## config.mk

```make
export PLATFORM = sky130hd
export DESIGN_NAME = ppa_arbiter
export DESIGN_NICKNAME = d
export VERILOG_FILES = /design/src/rtl/ppa_arbiter.sv
export SDC_FILE = /design/constraint.sdc
export NUM_CORES = 1
export LEC_CHECK = 0
export CAP_MARGIN = 30
export CELL_PAD_IN_SITES_DETAIL_PLACEMENT = 1
export CELL_PAD_IN_SITES_GLOBAL_PLACEMENT = 1
export CORE_MARGIN = 1
export CORE_UTILIZATION = 42
export DETAILED_ROUTE_END_ITERATION = 10
export DONT_BUFFER_PORTS = 1
export PLACE_DENSITY = 0.86
export SYNTH_ARGS = -nofsm -noshare
export SYNTH_HDL_FRONTEND = slang
export SYNTH_SLANG_ARGS = --single-unit
```

## constraint.sdc

```tcl
create_clock -name clk -period 3.1 [get_ports clk]
set_clock_uncertainty 0.05 [all_clocks]
set_input_delay 0.775 -clock clk [delete_from_list [all_inputs] [get_ports clk]]
set_output_delay 0.775 -clock clk [all_outputs]
set_load 0.01 [all_outputs]
```

## src/rtl/ppa_arbiter.sv

```systemverilog
// Round-robin front end that shares one 16-bit Kogge-Stone prefix adder among
// NREQ requesters through a two-stage operand/result pipeline.

module ppa (
  input  logic [15:0] a_i,
  input  logic [15:0] b_i,
  output logic [15:0] s_o,
  output logic        co_o
);

  logic [15:0] g0, p0, g1, p1, g2, p2, g3, p3, g4;

  assign g0 = a_i & b_i;
  assign p0 = a_i ^ b_i;

  // Each level doubles the span of every (g,p) group. Zeros are shifted in
  // below bit 0 because there is no carry-in.
  assign g1 = g0 | (p0 & {g0[14:0], 1'b0});
  assign p1 = p0 & {p0[14:0], 1'b0};
  assign g2 = g1 | (p1 & {g1[13:0], 2'b0});
  assign p2 = p1 & {p1[13:0], 2'b0};
  assign g3 = g2 | (p2 & {g2[11:0], 4'b0});
  assign p3 = p2 & {p2[11:0], 4'b0};
  assign g4 = g3 | (p3 & {g3[7:0], 8'b0});

  assign s_o  = p0 ^ {g4[14:0], 1'b0};
  assign co_o = g4[15];

endmodule

module ppa_arbiter #(
  parameter int NREQ = 4,
  parameter int IDW  = (NREQ > 1) ? $clog2(NREQ) : 1
) (
  input  logic                 clk,
  input  logic                 rst,
  input  logic [NREQ-1:0]      req_valid,
  output logic [NREQ-1:0]      req_ready,
  input  logic [16*NREQ-1:0]   req_a,
  input  logic [16*NREQ-1:0]   req_b,
  output logic                 rsp_valid,
  input  logic                 rsp_ready,
  output logic [IDW-1:0]       rsp_id,
  output logic [15:0]          rsp_sum,
  output logic                 rsp_co,
  output logic [15:0]          done_cnt
);

  localparam logic [IDW:0] NREQ_W = (IDW + 1)'(NREQ);

  logic [IDW-1:0] ptr_q, ptr_d;
  logic           s1Valid_q, s1Valid_d;
  logic [15:0]    s1A_q, s1A_d, s1B_q, s1B_d;
  logic [IDW-1:0] s1Id_q, s1Id_d;
  logic           rspValid_q, rspValid_d;
  logic [15:0]    rspSum_q, rspSum_d;
  logic           rspCo_q, rspCo_d;
  logic [IDW-1:0] rspId_q, rspId_d;
  logic [15:0]    doneCnt_q, doneCnt_d;

  logic [15:0]     reqAArr [NREQ];
  logic [15:0]     reqBArr [NREQ];
  logic [NREQ-1:0] grant;
  logic [IDW-1:0]  grantIdx;
  logic            found;
  logic [IDW:0]    idx;
  logic            s2Free, s1Free, accept;
  logic [15:0]     addSum;
  logic            addCo;

  for (genvar i = 0; i < NREQ; i++) begin : gUnpack
    assign reqAArr[i] = req_a[16*i +: 16];
    assign reqBArr[i] = req_b[16*i +: 16];
  end

  // First valid requester at or after the pointer, wrapping modulo NREQ.
  always_comb begin
    grant    = '0;
    grantIdx = '0;
    found    = 1'b0;
    idx      = '0;
    for (int k = 0; k < NREQ; k++) begin
      idx = {1'b0, ptr_q} + (IDW + 1)'(k);
      if (idx >= NREQ_W) begin
        idx = idx - NREQ_W;
      end
      if (!found && req_valid[idx[IDW-1:0]]) begin
        found           = 1'b1;
        grantIdx        = idx[IDW-1:0];
        grant[idx[IDW-1:0]] = 1'b1;
      end
    end
  end

  assign s2Free    = !rspValid_q || rsp_ready;
  assign s1Free    = !s1Valid_q || s2Free;
  assign req_ready = grant & {NREQ{s1Free && !rst}};
  assign accept    = found && s1Free && !rst;

  ppa uPpa (
    .a_i  (s1A_q),
    .b_i  (s1B_q),
    .s_o  (addSum),
    .co_o (addCo)
  );

  always_comb begin
    ptr_d      = ptr_q;
    s1Valid_d  = s1Valid_q;
    s1A_d      = s1A_q;
    s1B_d      = s1B_q;
    s1Id_d     = s1Id_q;
    rspValid_d = rspValid_q;
    rspSum_d   = rspSum_q;
    rspCo_d    = rspCo_q;
    rspId_d    = rspId_q;
    doneCnt_d  = doneCnt_q;

    if (accept) begin
      s1Valid_d = 1'b1;
      s1A_d     = reqAArr[grantIdx];
      s1B_d     = reqBArr[grantIdx];
      s1Id_d    = grantIdx;
      ptr_d     = (grantIdx == IDW'(NREQ - 1)) ? '0 : grantIdx + IDW'(1);
    end else if (s2Free) begin
      s1Valid_d = 1'b0;
    end

    // An empty stage 1 advancing into a free stage 2 creates a bubble; the
    // old result fields are left untouched.
    if (s2Free) begin
      rspValid_d = s1Valid_q;
      if (s1Valid_q) begin
        rspSum_d = addSum;
        rspCo_d  = addCo;
        rspId_d  = s1Id_q;
      end
    end

    if (rspValid_q && rsp_ready) begin
      doneCnt_d = doneCnt_q + 16'd1;
    end
  end

  always_ff @(posedge clk) begin
    if (rst) begin
      ptr_q      <= '0;
      s1Valid_q  <= 1'b0;
      s1A_q      <= '0;
      s1B_q      <= '0;
      s1Id_q     <= '0;
      rspValid_q <= 1'b0;
      rspSum_q   <= '0;
      rspCo_q    <= 1'b0;
      rspId_q    <= '0;
      doneCnt_q  <= '0;
    end else begin
      ptr_q      <= ptr_d;
      s1Valid_q  <= s1Valid_d;
      s1A_q      <= s1A_d;
      s1B_q      <= s1B_d;
      s1Id_q     <= s1Id_d;
      rspValid_q <= rspValid_d;
      rspSum_q   <= rspSum_d;
      rspCo_q    <= rspCo_d;
      rspId_q    <= rspId_d;
      doneCnt_q  <= doneCnt_d;
    end
  end

  assign rsp_valid = rspValid_q;
  assign rsp_id    = rspId_q;
  assign rsp_sum   = rspSum_q;
  assign rsp_co    = rspCo_q;
  assign done_cnt  = doneCnt_q;

endmodule

```

==> results of run 1 <==
## area by class of cell
cell class / count / share of cell area (%)
Multi-Input combinational cell: 468 / 59.69
Clock inverter: 5 / 1.393
Clock buffer: 11 / 4.613
Tap cell: 143 / 3.266
Antenna cell: 2 / 0.09135
Inverter: 9 / 0.7536
Timing Repair Buffer: 21 / 3.425
Sequential cell: 73 / 26.76
## registers in the layout, indices dropped and copies added (netlist names)
register,count
s1A_q,16
s1Id_q,2
ptr_q,2
done_cnt,16
rsp_valid,1
s1B_q,16
rsp_co,1
s1Valid_q,1
rsp_id,2
rsp_sum,16
## path summary, 6_finish.rpt
kind | to | slack [ns] | depth (start not counted)
max | req_ready[0] | -0.04 | 9
min | rsp_id[0]$_SDFFE_PP0P_ | 0.41 | 2
max reg2reg | s1A_q[1]$_SDFFE_PP0P_ | 0.35 | 12
min reg2reg | rsp_id[0]$_SDFFE_PP0P_ | 0.41 | 2
## cells in the final DEF, fill, tap and decap left out, drive strengths merged, types with 3 or more instances in the layout
cell type / Yosys / routed
nor3: 6 / 6
a21boi: 32 / 32
a22oi: 4 / 4
mux4: 3 / 3
o21ai: 51 / 51
nand4: 5 / 5
a211oi: 5 / 5
o21bai: 5 / 5
a2111oi: 4 / 4
inv: 9 / 10
a21oi: 24 / 24
nor2b: 4 / 4
nor2: 41 / 41
nand2: 68 / 68
a21o: 8 / 8
clkbuf: 19 / 11
buf: 25 / 21
or3: 4 / 4
o21a: 3 / 3
xnor2: 10 / 10
nand3: 18 / 18
o211ai: 32 / 32
and3: 35 / 35
ha: 24 / 24
a221oi: 5 / 5
nand2b: 3 / 3
xor2: 14 / 14
dfxtp: 73 / 73
mux2i: 34 / 34
## critical path: stages (launching register included)
cell	delay, ns
dfxtp_4	0.37
inv_6	0.05
ha_4	0.27
buf_8	0.11
mux4_2	0.41
nor2b_4	0.25
a22oi_1	0.12
nor2_1	0.17
a221oi_2	0.06
nor2_2	0.15
## cells in the mapped netlist, types with 6 or more instances
library cell  count  share of area, %
dfxtp_1          73                29
nand2_1          67               5.1
nor2_1           40               3.0
and3_1           35               4.4
mux2i_1          34               6.9
o21ai_1          33               3.3
o211ai_1         32               4.8
a21boi_0         30               4.5
a21oi_1          24               2.4
ha_1             24               6.1
clkbuf_1         19               1.4
nand3_1          18               1.8
o21ai_0          17               1.7
xor2_1           14               2.5
buf_6            10               2.3
xnor2_1          10               1.8
buf_2             9              0.91
inv_1             9              0.68
a21o_1            8               1.2
nor3_1            6              0.61
## layer usage
metal / up-vias / part of all wire [%] / global-route usage [%]
met1: 2098 / 43 / 28.57
li1: 2158 / - / -
met3: 21 / 7.5 / 8.201
met5: - / 0 / 0
met4: 0 / 1.6 / 6.578
met2: 158 / 48 / 38.39
## repair_timing
item,in CTS,in global routing
resized for setup,14,15
endpoints found under the setup margin,4,4
setup buffers,1,7
pin swaps,6,13
## cell families after synthesis
| family | count (synthesis) | synth area share (%) |
|---|---|---|
| compound gates | 189 | 25.61 |
| simple gates | 192 | 19.03 |
| fa+ha+maj | 25 | 6.460 |
| flops | 73 | 29.47 |
| xor+xnor | 24 | 4.239 |
| mux | 38 | 8.453 |
| buf+inv | 53 | 6.737 |
## stage by stage
stage / setup TNS, ns / cells / hold slack [ns]
after floorplan: 0 / 594 / 0.3821
after global placement: 0 / 705 / 0.3934
after detailed placement: 0 / 706 / 0.4075
after CTS: 0 / 723 / 0.4131
after global routing: -0.2773 / 732 / 0.4406
final: -0.03807 / 732 / 0.4098
## power by group
| group | switching, mW | total [mW] | internal [mW] |
|---|---|---|---|
| registers | 0.272 | 1.50 | 1.23 |
| logic | 1.86 | 3.24 | 1.38 |
| clock network | 0.405 | 1.15 | 0.746 |
==> results.sh, run 1 <==
export IMPL_hold_path_class="flip-flop to flip-flop"
export IMPL_clock_sinks=73
export IMPL_initial_utilization_pct=43.24
export IMPL_syn_num_nets=754
export IMPL_clk_insertion_delay_late_ns=0.34
export IMPL_ys_flop_type="dfxtp_1"
export IMPL_rsz0062_at_grt="true"
export IMPL_netlist_area_um2=4959
export IMPL_min_period_over_period_pct=101.2
export IMPL_crit_path_end_kind="output pin"
export IMPL_cp_max_fo=7
export IMPL_cts_buffers=9
export IMPL_wirelength_um=14680
export IMPL_regArea_um2=1466
export IMPL_setup_viol=1
export IMPL_pre_cts_ws_ns=0.06128
export IMPL_ir_worst_vdd_v=0.0004995
export IMPL_wl_per_cell_um=20.06
export IMPL_netlist_instances=594
export IMPL_overflow=0
export IMPL_cts_hold_buf=0
export IMPL_grt_pass1_wl_um=22860
export IMPL_utilization_pct=47.78
export IMPL_cp_data_arrival_time_ns=2.31
export IMPL_num_vias=4435
export IMPL_cts_clk_slew_worst_paths_ns=0.06
export IMPL_fin_nets=742
export IMPL_rr_startpoint="ptr_q[1]$_SDFFE_PP0P_"
export IMPL_crit_start="ptr_q[0]$_SDFFE_PP0P_"
export IMPL_crit_required_ns=2.27
export IMPL_hp_start="s1Id_q[0]$_SDFFE_PP0P_"
export IMPL_synthToLayoutAreaGrowth_pct=10.50
export IMPL_hpwlAfterDp_um=10940
export IMPL_dieArea_um2=12240
export IMPL_antenna_left=0
export IMPL_synth_edf_count=0
export IMPL_p_leak_nw=2.164
export IMPL_rows=39
export IMPL_multiInputGateArea_um2=3271
export IMPL_hold_viol=0
export IMPL_htree_levels=3
export IMPL_final_min_clock_period_ns=3.138
export IMPL_drtPass1Iterations=4
export IMPL_core_area_um2=11470
export IMPL_ys_seq_area_share_pct=29.47
export IMPL_drtIter0Drc=215
export IMPL_ys_seq_elements=73
export IMPL_gp_congestion=0.8462
export IMPL_fin_area_um2=5479
export IMPL_avgSynthCellArea_um2=8.348
export IMPL_grt_max_degree=43
export IMPL_synthArstFlopShare_pct=0
export IMPL_die_y_um=110.7
export IMPL_pin_count=175
export IMPL_tightest_slew_ns=0.6562
export IMPL_nFillCells=1334
export IMPL_root_buffer="clkbuf_16"
export IMPL_yosysUniqueCellTypes=61
export IMPL_clk_path_buf_depth=2
export IMPL_status="finished, violations left"
export IMPL_finalMaxSlewViolations=0
export IMPL_power_total_mw=5.896
export IMPL_maxCapViolCount=0
export IMPL_power_density_nw_per_um2=1076
export IMPL_placed_cell_area_um2=4965
export IMPL_violations="setup timing"
export IMPL_viasPerCell=6.059
export IMPL_io_buffer_count=0
export IMPL_gr_usage_all_layers_pct=23.28
export IMPL_drive_gt1_share_pct=12.10
export IMPL_setup_worst_path_class="flip-flop to output pin"
export IMPL_relSlewSlack_pct=55.12
export IMPL_max_freq_mhz=318.7
export IMPL_cp_start_kind="flip-flop"
export IMPL_first_global_vias=4454
export IMPL_antenna_found_initial=2
export IMPL_drc_errors=0
export IMPL_yosys_warnings=0
export IMPL_fp_dieW_um=110.7
export IMPL_cts_tree="built"
export IMPL_layout_setup_ws_ns=-0.03807
No activity file was read; power rests on OpenSTA's default activity.
==> run 2, diff against run 1 <==
REMOVE_ABC_BUFFERS = 1   (was unset)
==> run 2 against run 1 <==
The flow now finishes without violations. Register-to-register slack improved by 0.03 ns. Hold slack got worse by 0.0042 ns. Global-route usage is 0.86 points lower. Design area shrank 1.6%. Die area did not move. Final cell count is 0.96% lower.
==> results.sh, run 2 (same netlist as run 1, synthesis figures left out) <==
export IMPL_status="finished clean"
export IMPL_hpwlAfterDp_um=10040
export IMPL_core_area_um2=11470
export IMPL_rr_worst_depth=7
export IMPL_grt_pass1_wl_um=22740
export IMPL_clock_sinks=73
export IMPL_fin_area_um2=5389
export IMPL_finalMaxSlewViolations=0
export IMPL_grt_max_degree=43
export IMPL_num_vias=4433
export IMPL_rsz0062_at_grt="true"
export IMPL_dieArea_um2=12240
export IMPL_crit_start="ptr_q[0]$_SDFFE_PP0P_"
export IMPL_hold_path_class="flip-flop to flip-flop"
export IMPL_final_common_cell="dfxtp_1"
export IMPL_drive_gt1_share_pct=10.31
export IMPL_synthToLayoutAreaGrowth_pct=8.680
export IMPL_fin_nets=737
export IMPL_viasPerCell=6.114
export IMPL_maxCapViolCount=0
export IMPL_setup_worst_path_class="flip-flop to output pin"
export IMPL_wirelength_um=13660
export IMPL_crit_required_ns=2.27
export IMPL_first_global_vias=4650
export IMPL_final_min_clock_period_ns=3.001
export IMPL_fp_dieW_um=110.7
export IMPL_tightest_slew_ns=0.7102
export IMPL_hp_start="s1Id_q[1]$_SDFFE_PP0P_"
export IMPL_antenna_found_initial=0
export IMPL_clk_insertion_delay_late_ns=0.33
export IMPL_layout_setup_ws_ns=0.09911
export IMPL_crit_path_end_kind="output pin"
export IMPL_clk_path_buf_depth=2
export IMPL_setup_viol=0
export IMPL_power_density_nw_per_um2=1049
export IMPL_drtIter0Drc=192
export IMPL_min_period_over_period_pct=96.80
export IMPL_dp_cells=707
export IMPL_pre_cts_ws_ns=0.07672
export IMPL_n_antenna_cell=0
export IMPL_die_y_um=110.7
export IMPL_gr_usage_all_layers_pct=22.41
export IMPL_drtPass1Iterations=4
export IMPL_min_path_cells=2
export IMPL_max_freq_mhz=333.2
export IMPL_relSlewSlack_pct=52.15
export IMPL_cp_data_arrival_time_ns=2.18
export IMPL_antenna_left=0
export IMPL_root_buffer="clkbuf_16"
export IMPL_stdcell_count=725
export IMPL_hold_viol=0
export IMPL_cp_max_fo=4
export IMPL_wl_per_cell_um=18.83
export IMPL_gp_congestion=0.8210
export IMPL_nFillCells=1376
export IMPL_cts_buffers=9
export IMPL_rows=39
export IMPL_rr_startpoint="ptr_q[0]$_SDFFE_PP0P_"
export IMPL_pin_count=175
export IMPL_overflow=0
export IMPL_initial_utilization_pct=43.24
export IMPL_io_buffer_count=0
export IMPL_htree_levels=3
export IMPL_drc_errors=0
export IMPL_cts_clk_slew_worst_paths_ns=0.06
export IMPL_p_leak_nw=2.131
export IMPL_final_cell_mix="dfxtp_1, nand2_1, nor2_1, and3_1"
export IMPL_cp_start_kind="flip-flop"
export IMPL_cts_tree="built"
export IMPL_placed_cell_area_um2=4971
export IMPL_ir_worst_vdd_v=0.0004101
==> run 2: worst max-delay path: stages (launching register included) <==
cell and delay [ns]:
dfxtp_2 0.34, inv_2 0.05, ha_4 0.24, or3b_4 0.37
a211oi_2 0.22, a21oi_1 0.06, o21ai_1 0.15, buf_4 0.17
a221oi_2 0.06, nor2_2 0.17
==> run 2: power breakdown <==
part	switching, mW	leakage (nW)	internal, mW
clock	0.402	0.159	0.726
combinational	1.76	1.37	1.30
sequential	0.231	0.603	1.23
==> run 2: per-stage QoR <==
step	hold slack, ns	power [mW]	setup TNS, ns	util, %
2_1_floorplan	0.3760	3.599	-20.40	-
3_3_place_gp	0.3817	4.204	0	43.35
3_5_place_dp	0.3925	4.391	0	43.35
4_1_cts	0.4023	5.588	0	46.43
5_1_grt	0.4490	6.081	-0.004035	46.99
6_report	0.4056	5.651	0	46.99
==> run 2: worst paths after layout <==
kind	end	slack, ns
min reg2reg	rsp_id[1]$_SDFFE_PP0P_	0.41
max reg2reg	s1A_q[6]$_SDFFE_PP0P_	0.38
min	rsp_id[1]$_SDFFE_PP0P_	0.41
max	req_ready[3]	0.1
==> run 2: area by class of cell <==
type | count | area (um^2) | area share, %
Sequential cell | 73 | 1466 | 27.21
Clock buffer | 11 | 242.7 | 4.504
Timing Repair Buffer | 16 | 143.9 | 2.670
Clock inverter | 5 | 78.83 | 1.463
Tap cell | 143 | 178.9 | 3.320
Multi-Input combinational cell | 468 | 3239 | 60.11
Inverter | 9 | 38.79 | 0.7198
==> run 2: routing by layer <==
metal	wire (um)	track usage [%]	vias up
li1	-	-	2145
met3	638	4.210	19
met2	7176	40.91	149
met1	5673	26.23	2120
met5	0	0	-
met4	167	7.200	0
==> run 2: repair_timing <==
item | in CTS | in global routing
cloned | 0 | 0
pin swaps | 5 | 9
hold buffers | 0 | 0
endpoints found under the setup margin | 4 | 4
gates resized for setup | 7 | 16
buffers inserted | 1 | 1
==> run 3, diff against run 2 <==
SKIP_LAST_GASP = 1   (was unset)
==> run 3 against run 2 <==
Routed wire length up 0.10%. Core utilization about the same. Final cell count did not move. Critical path depth unchanged. Highest routed layer unchanged.
==> results.sh, run 3 (same netlist as run 1, synthesis figures left out) <==
export IMPL_status="finished clean"
export IMPL_initial_utilization_pct=43.24
export IMPL_drive_gt1_share_pct=10.14
export IMPL_crit_family="simple AND/OR/NAND/NOR gates"
export IMPL_cpMaxStageDelayCell="or3b_4"
export IMPL_hold_path_class="flip-flop to flip-flop"
export IMPL_rows=39
export IMPL_n_antenna_cell=0
export IMPL_clk_insertion_delay_late_ns=0.33
export IMPL_finalMaxSlewViolations=0
export IMPL_cpPeakStageDelay_ns=0.37
export IMPL_p_sw_share_pct=42.39
export IMPL_final_cell_mix="dfxtp_1, nand2_1, nor2_1, and3_1"
export IMPL_ir_worst_vdd_v=0.0004102
export IMPL_die_y_um=110.7
export IMPL_antenna_left=0
export IMPL_drtIter0Drc=191
export IMPL_power_total_mw=5.645
export IMPL_seqPwrFrac_pct=25.8
export IMPL_drc_errors=0
export IMPL_num_vias=4439
export IMPL_relSlewSlack_pct=52.16
export IMPL_grt_pass1_wl_um=22740
export IMPL_power_internal_mw=3.252
export IMPL_hold_viol=0
export IMPL_power_density_nw_per_um2=1049
export IMPL_rr_startpoint="ptr_q[0]$_SDFFE_PP0P_"
export IMPL_final_min_clock_period_ns=2.987
export IMPL_hold_ws_ns=0.4059
export IMPL_grt_max_degree=43
export IMPL_htree_levels=3
export IMPL_rr_worst_depth=7
export IMPL_p_switching_mw=2.393
export IMPL_tightest_slew_ns=0.7101
export IMPL_min_period_over_period_pct=96.36
export IMPL_viasPerCell=6.123
export IMPL_io_buffer_count=0
export IMPL_setup_worst_path_class="flip-flop to output pin"
export IMPL_cp_max_fo=4
export IMPL_placed_cell_area_um2=4971
export IMPL_hpwlAfterDp_um=10040
export IMPL_cts_hold_buf=0
export IMPL_first_global_vias=4650
export IMPL_cp_data_arrival_time_ns=2.16
export IMPL_crit_required_ns=2.27
export IMPL_cp_start_kind="flip-flop"
export IMPL_final_common_cell="dfxtp_1"
export IMPL_pin_count=175
export IMPL_maxCapViolCount=0
export IMPL_timing_rr_end="s1A_q[6]$_SDFFE_PP0P_"
export IMPL_crit_path_end_kind="output pin"
export IMPL_rsz0062_at_grt="true"
export IMPL_clock_power_share_pct=20.0
export IMPL_nFillCells=1374
export IMPL_wirelength_um=13670
export IMPL_worstPathCellList="inv_2 -> ha_4 -> or3b_4 -> a211oi_2 -> a21oi_1 -> o21ai_1 -> buf_4 -> a221oi_2 -> nor2_2"
export IMPL_core_area_um2=11470
export IMPL_critical_path_depth=9
export IMPL_fin_nets=737
export IMPL_fp_dieW_um=110.7
export IMPL_cts_buffers=9
export IMPL_fin_area_um2=5384
export IMPL_crit_start="ptr_q[0]$_SDFFE_PP0P_"
export IMPL_critPathBufInv=2
export IMPL_cts_tree="built"
export IMPL_clock_sinks=73
export IMPL_cts_clk_slew_worst_paths_ns=0.06
export IMPL_setup_viol=0
export IMPL_p_leak_nw=2.130
export IMPL_pwr_share_comb_pct=54.2
export IMPL_root_buffer="clkbuf_16"
export IMPL_overflow=0
export IMPL_clk_path_buf_depth=2
export IMPL_synthToLayoutAreaGrowth_pct=8.579
export IMPL_rrSetupSlack_ns=0.38
export IMPL_antenna_found_initial=0
export IMPL_drtPass1Iterations=5
export IMPL_wl_per_cell_um=18.85
export IMPL_crit_end="req_ready[3]"
export IMPL_gp_congestion=0.8210
export IMPL_dieArea_um2=12240
export IMPL_gr_usage_all_layers_pct=22.41
export IMPL_max_freq_mhz=334.8
==> run 3: cell counts in the layout (fill, tap and decap cells not counted) <==
Identical to the previous run, type by type.
==> run 3: power groups by stage <==
stage,logic (mW),registers [mW],clock network (mW)
floorplan,2.17,1.43,0
global placement,2.75,1.46,0
detailed placement,2.92,1.47,0
CTS,2.98,1.46,1.15
global route,3.39,1.49,1.19
finish,3.06,1.46,1.13
==> run 3: area by class of cell <==
type / count / area, um^2 / share of cell area, %
repair buffers: 16 / 143.9 / 2.673
multi-input cells: 468 / 3234 / 60.07
clock buffers: 11 / 242.7 / 4.508
well taps: 143 / 178.9 / 3.323
flip-flops and latches: 73 / 1466 / 27.24
clock inverters: 5 / 78.83 / 1.464
inverters: 9 / 38.79 / 0.7204
==> run 3: what timing repair did <==
item,CTS,global route
setup buffers,1,1
pin swaps,5,9
endpoints found under the setup margin,4,4
resized for setup,7,15
==> run 3: worst min path at each step <==
stage                                 from                      to  slack (ns)  depth (start not counted)
global route        s1Id_q[1]$_SDFFE_PP0P_  rsp_id[1]$_SDFFE_PP0P_        0.45                          2
finish              s1Id_q[1]$_SDFFE_PP0P_  rsp_id[1]$_SDFFE_PP0P_        0.41                          2
global placement    s1Id_q[1]$_SDFFE_PP0P_  rsp_id[1]$_SDFFE_PP0P_        0.38                          2
detailed placement  s1Id_q[0]$_SDFFE_PP0P_  rsp_id[0]$_SDFFE_PP0P_        0.39                          2
CTS                 s1Id_q[1]$_SDFFE_PP0P_  rsp_id[1]$_SDFFE_PP0P_        0.40                          2
floorplan           s1Id_q[0]$_SDFFE_PP0P_  rsp_id[0]$_SDFFE_PP0P_        0.38                          2
==> run 3: routing by layer <==
| metal | global-route usage (%) | wire length, um | vias to the layer above |
|---|---|---|---|
| li1 | - | - | 2142 |
| met1 | 26.23 | 5724 | 2128 |
| met2 | 40.91 | 7156 | 147 |
| met3 | 4.210 | 630 | 22 |
| met4 | 7.200 | 158 | 0 |
| met5 | 0 | 0 | - |
==> run 3: worst register-to-register path, stage by stage, from the launching register on <==
cell	delay, ns
dfxtp_2	0.34
buf_6	0.20
mux4_2	0.70
nor2_4	0.15
nand2_2	0.32
nand2_8	0.44
mux2i_1	0.28
o211ai_1	0.11
==> run 3: through the flow <==
stage          util (%)  setup TNS [ns]  setup WS (ns)  cells
6_report          46.95               0         0.1128    725
5_1_grt           46.95       -0.006070      -0.006070    725
4_1_cts           46.43               0        0.01709    724
3_5_place_dp      43.35               0        0.07672    707
3_3_place_gp      43.35               0         0.1784    707
2_1_floorplan         -          -20.40        -0.5889    550
==> patch (settings of run 2) <==
`NREQ`: 4 -> 8.
--- a/src/rtl/ppa_arbiter.sv
+++ b/src/rtl/ppa_arbiter.sv
@@ -29,7 +29,7 @@
 endmodule
 
 module ppa_arbiter #(
-  parameter int NREQ = 4,
+  parameter int NREQ = 8,
   parameter int IDW  = (NREQ > 1) ? $clog2(NREQ) : 1
 ) (
   input  logic                 clk,
Interface: changed (5 resized); port bits go from 175 to 312. No check against the original RTL was run, so the function may have changed too.
==> patch against run 2 <==
The flow now finishes with violations (setup timing). Worst setup slack worse by 1.1 ns. Sequential cell count rose by 3. Routed wire length is 98% higher. Critical endpoint is now req_ready[7]. Synthesized area up 37%. Total power up 110%. Final area up 62%. Die area is 36% higher. Combinational power rose to 3.0 times the old value.
==> patch: results (changes against run 2) <==
** Synthesis
- The multiplexer area fraction after synthesis came to 0.307 (+0.223).
- The flip-flop and latch count after synthesis was 76 (+4.1%).
- Synthesized netlist cell count :: 727 (+22%)
- The adder-cell area share of the yosys netlist is 0.0490 (-0.0156).
- Share of the yosys chip area belonging to registers :: 0.224 (-0.0707)
- The distinct cell type count after synthesis was 65 (+6.6%).
- The fraction of synthesized cell area in xor and xnor cells is 0.0357 (-0.00664).
- Top cells by area in the synthesized netlist :: sky130_fd_sc_hd__dfxtp_1 22%, sky130_fd_sc_hd__mux2i_1 13%, sky130_fd_sc_hd__mux4_2 11%
- The commonest cells after synthesis are 87 x sky130_fd_sc_hd__mux2i_1, 78 x sky130_fd_sc_hd__nand2_1, 76 x sky130_fd_sc_hd__dfxtp_1, 50 x sky130_fd_sc_hd__nor2_1, 38 x sky130_fd_sc_hd__mux2_2.
- The share of the synthesized area in compound gates (AO/OA/AOI/OAI) was 0.197 (-0.0595).

** GRT
- Maximum number of pins on one net before global-route repair :: 46 (+7.0%)
- The number of antenna violations at the first check in global routing is 4 (+4).
- The wire length of the first global-routing pass came to 38,700 um (+70%).
- The number of global-route vias before repair is 6,763 (+45%).
- Global router's overall resource usage :: 0.311 (+0.0870)

** Pwr
- Leakage power total :: 3.38 nW (+59%)
- The maximum vdd ir drop was 1.09 mV (+160%).

** Route
- The detailed-route wire length per cell is 26.1 um (+38%).
- The total via count in the routed design was 6,531 (+47%).
- The first-pass detailed-route iteration total came to 5 (+1).
- The number of violations reported at the end of detailed-routing iteration 0 is 420 (+120%).
- The final wirelength was 27,000 um (+98%).

** Cells and area
- The number of buffers outside the clock class in the layout is 127 (+111).
- The count of clock-net buffers in the final layout came to 9 (-2).
- Fraction of area in multi-input gates :: 0.600 (-0.00160)
- The count of multi-input combinational gates came to 584 (+25%).
- Area share of buffers outside the clock network :: 0.155 (+0.128)
- The final-layout clock-cell area share is 0.0326 (-0.0271).
- The fill cell instance count of the final layout is 1,744 (+27%).
- Register cell area after layout :: 1530 um^2 (+4.1%)
- Number of logic inverters in the finished layout :: 12 (+3)

** Place
- Cell count after placement :: 973 (+38%)
- The global placer's final weighted congestion is 0.885 (+7.8%).

** Timing
- The total negative slack for setup checks came to -31.28 ns (-31.28 ns).
- The final count of negative-setup-slack endpoints came to 46 (+46).
- Transition time at the pin with the least slew margin :: 0.556 ns (-0.154 ns)
- Final setup margin :: -0.982 ns (-1.08 ns)

** Setup path
- Kind of cell with the highest combined delay on the critical path :: multiplexers
- The longest individual stage delay on the worst path came to 0.53 ns (+0.16 ns).
- The signal arrival time at the worst endpoint came to 3.26 ns (+1.08 ns).
- Reg2Reg Launch Point :: ptr_q[1]
- Critical-path top delay cell :: sky130_fd_sc_hd__mux4_2

** CTS
- Post CTS Setup Buffer Count :: 50 (+49)
- Buffer depth of the longest clock path :: 2 (unchanged)
- Count of cells resized by post-cts repair :: 97 (+90)

** Status
- The checks that failed: setup timing.
- Outcome :: finished with violations
-- patch: final timing paths --
check                 end  slack (ns)  depth (start not counted)
max          req_ready[7]       -0.98                         13
min             rsp_id[1]        0.43                          2
max reg2reg      ptr_q[0]       -0.79                         16
min reg2reg     rsp_id[1]        0.43                          2
-- patch: per-stage QoR --
stage                     power [mW]  hold WS (ns)  cell area, um^2  setup slack, ns
after detailed placement        9.01         0.393             7470           -0.898
after floorplan                 5.90         0.376             6450            -4.70
after global routing            12.4         0.442             8710            -1.09
after CTS                       11.3         0.418             8510           -0.894
final                           11.8         0.434             8710           -0.982
after global placement          8.81         0.390             7470           -0.762
-- patch: per-layer routing --
layer  wire (um)  global-route usage
met5           8                   0
met4        1180               0.150
met3        1870              0.0661
met2       13600               0.540
met1       10300               0.365
-- patch: report_power, final --
group	internal [mW]	switching (mW)
sequential	1.30	0.299
clock	0.554	0.472
combinational	4.72	4.42
total	6.58	5.19
